## src/rtl/egress_pop_arbiter_pkg.sv

```systemverilog
// Shared interconnect definitions: egress FSM encoding and default data/counter widths
// used by the FIFO, flow-control and egress blocks.
package egress_pop_arbiter_pkg;

    localparam int DEF_DATA_W = 6;
    localparam int DEF_CNT_W  = 5;

    typedef enum logic [1:0] {
        ST_IDLE    = 2'd0,
        ST_POP     = 2'd1,
        ST_CAPTURE = 2'd2,
        ST_HOLD    = 2'd3
    } egress_state_t;

endpackage

```

## src/rtl/egress_pop_arbiter_rr_select2.sv

```systemverilog
// Two-way round-robin selector: when both sources request, the one not served last wins.
module rr_select2 (
    input  logic req0,
    input  logic req1,
    input  logic last_served,
    output logic grant_valid,
    output logic grant_id
);

    assign grant_valid = req0 | req1;
    assign grant_id    = (req0 && req1) ? ~last_served : req1;

endmodule

```

## src/rtl/egress_pop_arbiter.sv

```systemverilog
// Merges the D0/D1 FIFO read ports into one egress stream, popping one word at a time
// and holding it until the sink accepts it; keeps saturating per-source delivery counts.
//
// state      | meaning
// -----------+-------------------------------------------------------------
// ST_IDLE    | wait for sink_ready and a non-empty FIFO, latch the grant
// ST_POP     | read strobe to the granted FIFO is high for this one cycle
// ST_CAPTURE | FIFO read data is valid; register it and raise valid_egress
// ST_HOLD    | word presented until sink_ready, then count it and go idle
module egress_pop_arbiter
    import egress_pop_arbiter_pkg::*;
#(
    parameter int DATA_W = DEF_DATA_W,
    parameter int CNT_W  = DEF_CNT_W
) (
    input  logic              clk,
    input  logic              reset,
    input  logic              D0_empty,
    input  logic              D1_empty,
    input  logic [DATA_W-1:0] data_out0,
    input  logic [DATA_W-1:0] data_out1,
    input  logic              sink_ready,
    output logic              pop_D0,
    output logic              pop_D1,
    output logic [DATA_W-1:0] data_egress,
    output logic              valid_egress,
    output logic              dest_egress,
    output logic [CNT_W-1:0]  count_D0,
    output logic [CNT_W-1:0]  count_D1
);

    localparam logic [CNT_W-1:0] CNT_MAX = {CNT_W{1'b1}};

    egress_state_t state;
    logic          sel_id;
    logic          last_served;
    logic          req0;
    logic          req1;
    logic          grant_valid;
    logic          grant_id;

    assign req0 = ~D0_empty;
    assign req1 = ~D1_empty;

    rr_select2 u_rr_select2 (
        .req0        (req0),
        .req1        (req1),
        .last_served (last_served),
        .grant_valid (grant_valid),
        .grant_id    (grant_id)
    );

    always_ff @(posedge clk) begin
        if (!reset) begin
            state        <= ST_IDLE;
            sel_id       <= 1'b0;
            last_served  <= 1'b1;
            pop_D0       <= 1'b0;
            pop_D1       <= 1'b0;
            data_egress  <= '0;
            valid_egress <= 1'b0;
            dest_egress  <= 1'b0;
            count_D0     <= '0;
            count_D1     <= '0;
        end else begin
            case (state)
                ST_IDLE: begin
                    if (sink_ready && grant_valid) begin
                        sel_id <= grant_id;
                        pop_D0 <= ~grant_id;
                        pop_D1 <= grant_id;
                        state  <= ST_POP;
                    end
                end
                // sink_ready is deliberately ignored here and in CAPTURE: the pop is committed.
                ST_POP: begin
                    pop_D0 <= 1'b0;
                    pop_D1 <= 1'b0;
                    state  <= ST_CAPTURE;
                end
                ST_CAPTURE: begin
                    data_egress  <= sel_id ? data_out1 : data_out0;
                    dest_egress  <= sel_id;
                    valid_egress <= 1'b1;
                    last_served  <= sel_id;
                    state        <= ST_HOLD;
                end
                ST_HOLD: begin
                    if (sink_ready) begin
                        valid_egress <= 1'b0;
                        if (sel_id) begin
                            if (count_D1 != CNT_MAX) count_D1 <= count_D1 + 1'b1;
                        end else begin
                            if (count_D0 != CNT_MAX) count_D0 <= count_D0 + 1'b1;
                        end
                        state <= ST_IDLE;
                    end
                end
                default: begin
                    pop_D0 <= 1'b0;
                    pop_D1 <= 1'b0;
                    state  <= ST_IDLE;
                end
            endcase
        end
    end

endmodule

```

## config.mk

```make
export PLATFORM = sky130hd
export DESIGN_NAME = egress_pop_arbiter
export DESIGN_NICKNAME = d
export VERILOG_FILES = /design/src/rtl/egress_pop_arbiter_pkg.sv /design/src/rtl/egress_pop_arbiter_rr_select2.sv /design/src/rtl/egress_pop_arbiter.sv
export SDC_FILE = /design/constraint.sdc
export NUM_CORES = 1
export LEC_CHECK = 0
export CELL_PAD_IN_SITES_DETAIL_PLACEMENT = 0
export CELL_PAD_IN_SITES_GLOBAL_PLACEMENT = 1
export CORE_MARGIN = 10
export CORE_UTILIZATION = 33
export CTS_BUF_LIST = sky130_fd_sc_hd__clkbuf_16
export CTS_CLUSTER_DIAMETER = 50
export DETAILED_ROUTE_END_ITERATION = 8
export PLACE_DENSITY = 0.76
export SLEW_MARGIN = 40
export SYNTH_ARGS = -nofsm -noshare
export SYNTH_HDL_FRONTEND = slang
export SYNTH_SLANG_ARGS = --single-unit
```

## constraint.sdc

```tcl
create_clock -name clk -period 2.27 [get_ports clk]
set_input_delay 0.454 -clock clk [delete_from_list [all_inputs] [get_ports clk]]
set_output_delay 0.454 -clock clk [all_outputs]
set_load 0.1 [all_outputs]
```

# Word level (Yosys, flattened, before mapping)
# Index checks and enable logic that the tools add are counted.
[op_classes]
n_addsub = 2
n_eq_ne = 7
mux = 11
bitwise_logic = 6
reduce_logical = 11
[op_table]
columns = ["op", "count"]
rows = [
  ["adder 5 x 1 -> 5 bit (second input constant)", 2],
  ["inequality test 5 bit (second input constant)", 2],
  ["case mux 2 bit (4 select lines)", 1],
  ["AND reduction 2 bit", 4],
  ["AND reduction 4 bit", 2],
  ["two-way mux 6 bit", 1],
  ["case mux 1 bit (2 select lines)", 3],
  ["inverter 1 bit", 5],
  ["== test 2 bit (second input constant)", 2],
  ["two-way mux 1 bit", 4],
  ["two-way mux 2 bit", 2],
  ["inequality test 2 bit (second input constant)", 2],
  ["nonzero test 2 bit", 2],
  ["== test 2 x 1 -> 1 bit (second input constant)", 1],
  ["logical AND 1 bit", 2],
  ["logical NOT 2 bit", 1],
  ["OR 1 bit", 1],
]
[word_totals]
ff_bits = 24
out_inout_bits = 20
word_cells = 47

# Longest topological paths before layout
[logic_depth]
word_depth = 6
ltp_mapped = 7

# By module
# Synthesis repeated with hierarchy kept, for this count alone.
[unflattened]
hier_cells = 124
hier_area_um2 = 1218.7
[modules_own_cells]
columns = ["mod", "n_inst", "cells_per_inst", "area_each_um2"]
rows = [
  ["egress_pop_arbiter", 1, 122, 1204.9],
  ["rr_select2", 1, 2, 13.8],
]

# Least setup slack after synthesis
# OpenSTA, ideal clock, no wires.
[synth_timing]
kind = "register to register"
startpoint = "register count_D1[0]"
endpoint = "register count_D1[3]"
setup_time_ns = 0.072
arrival_time_ns = 2.153
setup_slack_ns = 0.045
path_stages_with_launch = 7
n_path_buf = 0
period_less_slack_ns = 2.225
cell_sequence = "dfxtp_1 ha_1 and3_1 ha_1 nand4b_2 or3_1 a21oi_1"
[synth_via]
elab_chain_len = 2
word_cells_on_any_way = 3
classes_between = "1 x add/sub; 1 x eq/ne; 1 x reduce/logical"
[synth_rtl]
columns = ["element", "line_no", "text"]
rows = [
  ["start, declared", "egress_pop_arbiter.sv:29", "output logic [CNT_W-1:0] count_D1"],
  ["start signal, assigned", "egress_pop_arbiter.sv:92", "if (count_D1 != CNT_MAX) count_D1 <= count_D1 + 1'b1;"],
  ["parallel branches: the longest is 2 deep, another holds adder 5 x 1 -> 5 bit", "--", ""],
]
# Parallel ways; which one is timed is not known.
# A chain may end at the register's enable or synchronous reset.

# Worst setup path after layout
# Ends and elaborated chain as after synthesis.

==> impl_metrics.yaml <==
outcome:
  status: "finished clean"
synth:
  synth_area_per_cell_um2: 9.45
  synth_nets: 148
  synth_compound_area_share_pct: 12.2
  yosysSeqAreaShare_pct: 41.7
  ys.warnings.count: 0
  synth_seq_cells: 24
  synthesis.instances: 122
  synth-xor-area-share_pct: 1.52
  synth-simple-area-share_pct: 18.7
  synth_fa_ha_area_share_pct: 9.77
  syn_area_mm2: 0.00115
  synth_top_family_by_area: "simple AND/OR/NAND/NOR gates"
  synth_cell_type_count: 29
  synthMuxAreaShare_pct: 12.2
power:
  ir_worst_vdd_v: 0.000288
  pwr_density_cell_mw_per_mm2: 1110
  p_leak_nw: 0.715
die:
  core_area_mm2: 0.00336
  ios: 37
  chipHeight_um: 79.1
  die_area_mm2: 0.00626
  rows: 21
  initial_core_util_pct: 34.3
  fp.dieW_um: 79.1
worst_setup_path:
  rrSetupSlack_ns: 0.45
  reg2reg_depth: 6
  cp-start-kind: "register"
  timing.rr.end: "count_D1[3]"
  crit_path_end_kind: "register"
  cp.required_ns: 2.46
  worstPathMaxFanout: 7
  cp.arrival_ns: 2.01
  path_class: "reg -> reg"
  reg2reg_from: "count_D1[0]"
placement:
  port-buffer-count: 36
  gp_congestion: 0.703
  placed_area_mm2: 0.00152
  hpwl_um: 2150
worst_hold_path:
  hold-path-endpoint: "dest_egress"
  hold_start: "dest_egress"
  min_path_cells: 2
  min_path_type: "reg -> reg"
final_layout:
  area_growth_pct: 38.3
  design_area_mm2: 0.00159
  drive_gt1_share_pct: 17.6
  n_antenna_cell: 0
  num-nets-final: 186
grt:
  top_usage_layer: "met2"
  grt_pass1_vias: 970
  grt_pass1_wl_um: 4410
  grt_max_degree: 18
  gr-usage-met1_pct: 9.68
  grt_usage_pct: 8.57
  grt_use_met2_pct: 14.8
  overflow: 0
  gr-usage-met3_pct: 3.27
  antenna_found_initial: 0
detailed_routing:
  drt-total-wl_um: 2710
  drtIter0Drc: 33
  wl_per_cell_um: 13.2
  vias_per_cell: 4.77
  vias: 978
  ant_nets: 0
  firstDrtPassIters: 4
  drcViolationCount: 0
cts:
  ctsResizeCount: 0
  worstSkewPairLatency_ns: 0.25
  cts.path.max_buffers: 2
  cts-root-buf: "clkbuf_16"
  clk_pin_slew_ns: 0.06
  cts-htree-levels: 1
  ctsHoldBuffers: 0
  cts_buffers: 3
  cts.sinks: 24
  cts_setup_buffers: 0
  cts_tree: "built"
sta:
  rsz0062_at_grt: "false"
  tns_ns: 0
  setup_viol_count_final: 0
  fin_crit_sh_pct: 80.1
  final_max_slew_viol_count: 0
  finalHoldViolCount: 0
  min_period_ns: 1.82
  max_freq_mhz: 550
  clock_skew_ns: 0.00406
  maxSlewHeadroom_pct: 64.9
  tightestPinTransition_ns: 0.526
flow_run:
  maxCapViolations: 0
[Yosys cell counts, drive strengths merged]
library cell	count	share of area, %
dfxtp	24	42
mux2i	14	12
nor2	13	4.2
ha	9	9.8
nand2	8	2.6
a211oi	6	3.9
a21oi	5	2.2
nand2b	5	2.7
o21ai	5	2.2
clkbuf	4	1.3
inv	4	1.3
a32o	2	1.7
and3	2	1.1
buf	2	1.1
nand3	2	0.87
nor2b	2	1.1
nor3	2	0.87
o21a	2	1.3
or3	2	1.1
a21bo	1	0.87
and2b	1	0.76
clkinv	1	0.33
nand4	1	0.54
nand4b	1	1.3
nor4bb	1	0.87
or4	1	0.65
xnor2	1	0.76
xor2	1	0.76
[layer usage]
metal,wire (um),vias up
met5,0,-
li1,-,503
met4,6,0
met1,1220,460
met2,1360,13
met3,122,2
[power breakdown]
group | total, mW | internal, mW | switching (mW)
sequential | 0.563 | 0.503 | 0.0608
clock | 0.374 | 0.235 | 0.139
combinational | 0.827 | 0.229 | 0.598
total | 1.76 | 0.967 | 0.797
[registers in the layout, indices dropped and copies added, names as in the netlist]
name and count:
count_D0 5, count_D1 5, data_egress 6, dest_egress 1, last_served 1, pop_D0 1, pop_D1 1, sel_id 1
state 2, valid_egress 1
[layout make-up]
| cell class | count | area, um2 |
|---|---|---|
| inverter | 5 | 18.8 |
| clock inverter | 1 | 3.75 |
| sequential | 24 | 480 |
| clock buffer | 3 | 75.1 |
| fill | 343 | 1770 |
| multi-input combinational | 87 | 626 |
| timing repair buffer | 39 | 333 |
| tap | 46 | 57.6 |
[critical path, stage by stage, from the launching register on]
cell	delay, ns
dfxtp_1	0.34
ha_1	0.21
and3_1	0.18
ha_1	0.17
nand4b_2	0.31
or3_1	0.41
a21oi_1	0.13
[metrics by stage]
step	utilization [%]	power [mW]	instances	hold WS (ns)	setup WS, ns
final	47.4	1.76	205	0.480	0.453
after detailed placement	45.1	1.40	201	0.464	0.313
after floorplan	-	1.22	122	0.441	0.0451
after global routing	47.4	1.86	205	0.509	0.294
after global placement	45.1	1.39	201	0.456	0.343
after CTS	47.4	1.79	205	0.481	0.421
[logic make-up (layout without fill, tap and decap cells)]
| kind of cell | Yosys count | after routing |
|---|---|---|
| compound gates | 21 | 21 |
| xor+xnor | 2 | 2 |
| simple gates | 41 | 41 |
| flops | 24 | 24 |
| buf+inv | 11 | 48 |
| mux | 14 | 14 |
| fa+ha+maj | 9 | 9 |
[worst max path at each step]
| stage | from | slack (ns) | end | cells after the start |
|---|---|---|---|---|
| 2_1_floorplan | count_D1[0] | 0.05 | count_D1[3] | 6 |
| 5_1_grt | count_D1[0] | 0.29 | count_D1[3] | 6 |
| 3_5_place_dp | sink_ready | 0.31 | sel_id | 4 |
| 6_report | count_D1[0] | 0.45 | count_D1[3] | 6 |
| 3_3_place_gp | sink_ready | 0.34 | sel_id | 4 |
| 4_1_cts | count_D1[0] | 0.42 | count_D1[3] | 6 |
[cell usage in the layout, fill, tap and decap left out, types with 6 or more instances in the layout]
cell / count
buf_4: 23
mux2i_1: 14
nor2_1: 13
dfxtp_1: 24
ha_1: 9
a211oi_1: 6
nand2_1: 8
clkdlybuf4s50_1: 16
Note: power is estimated with default switching activity, not from simulation.
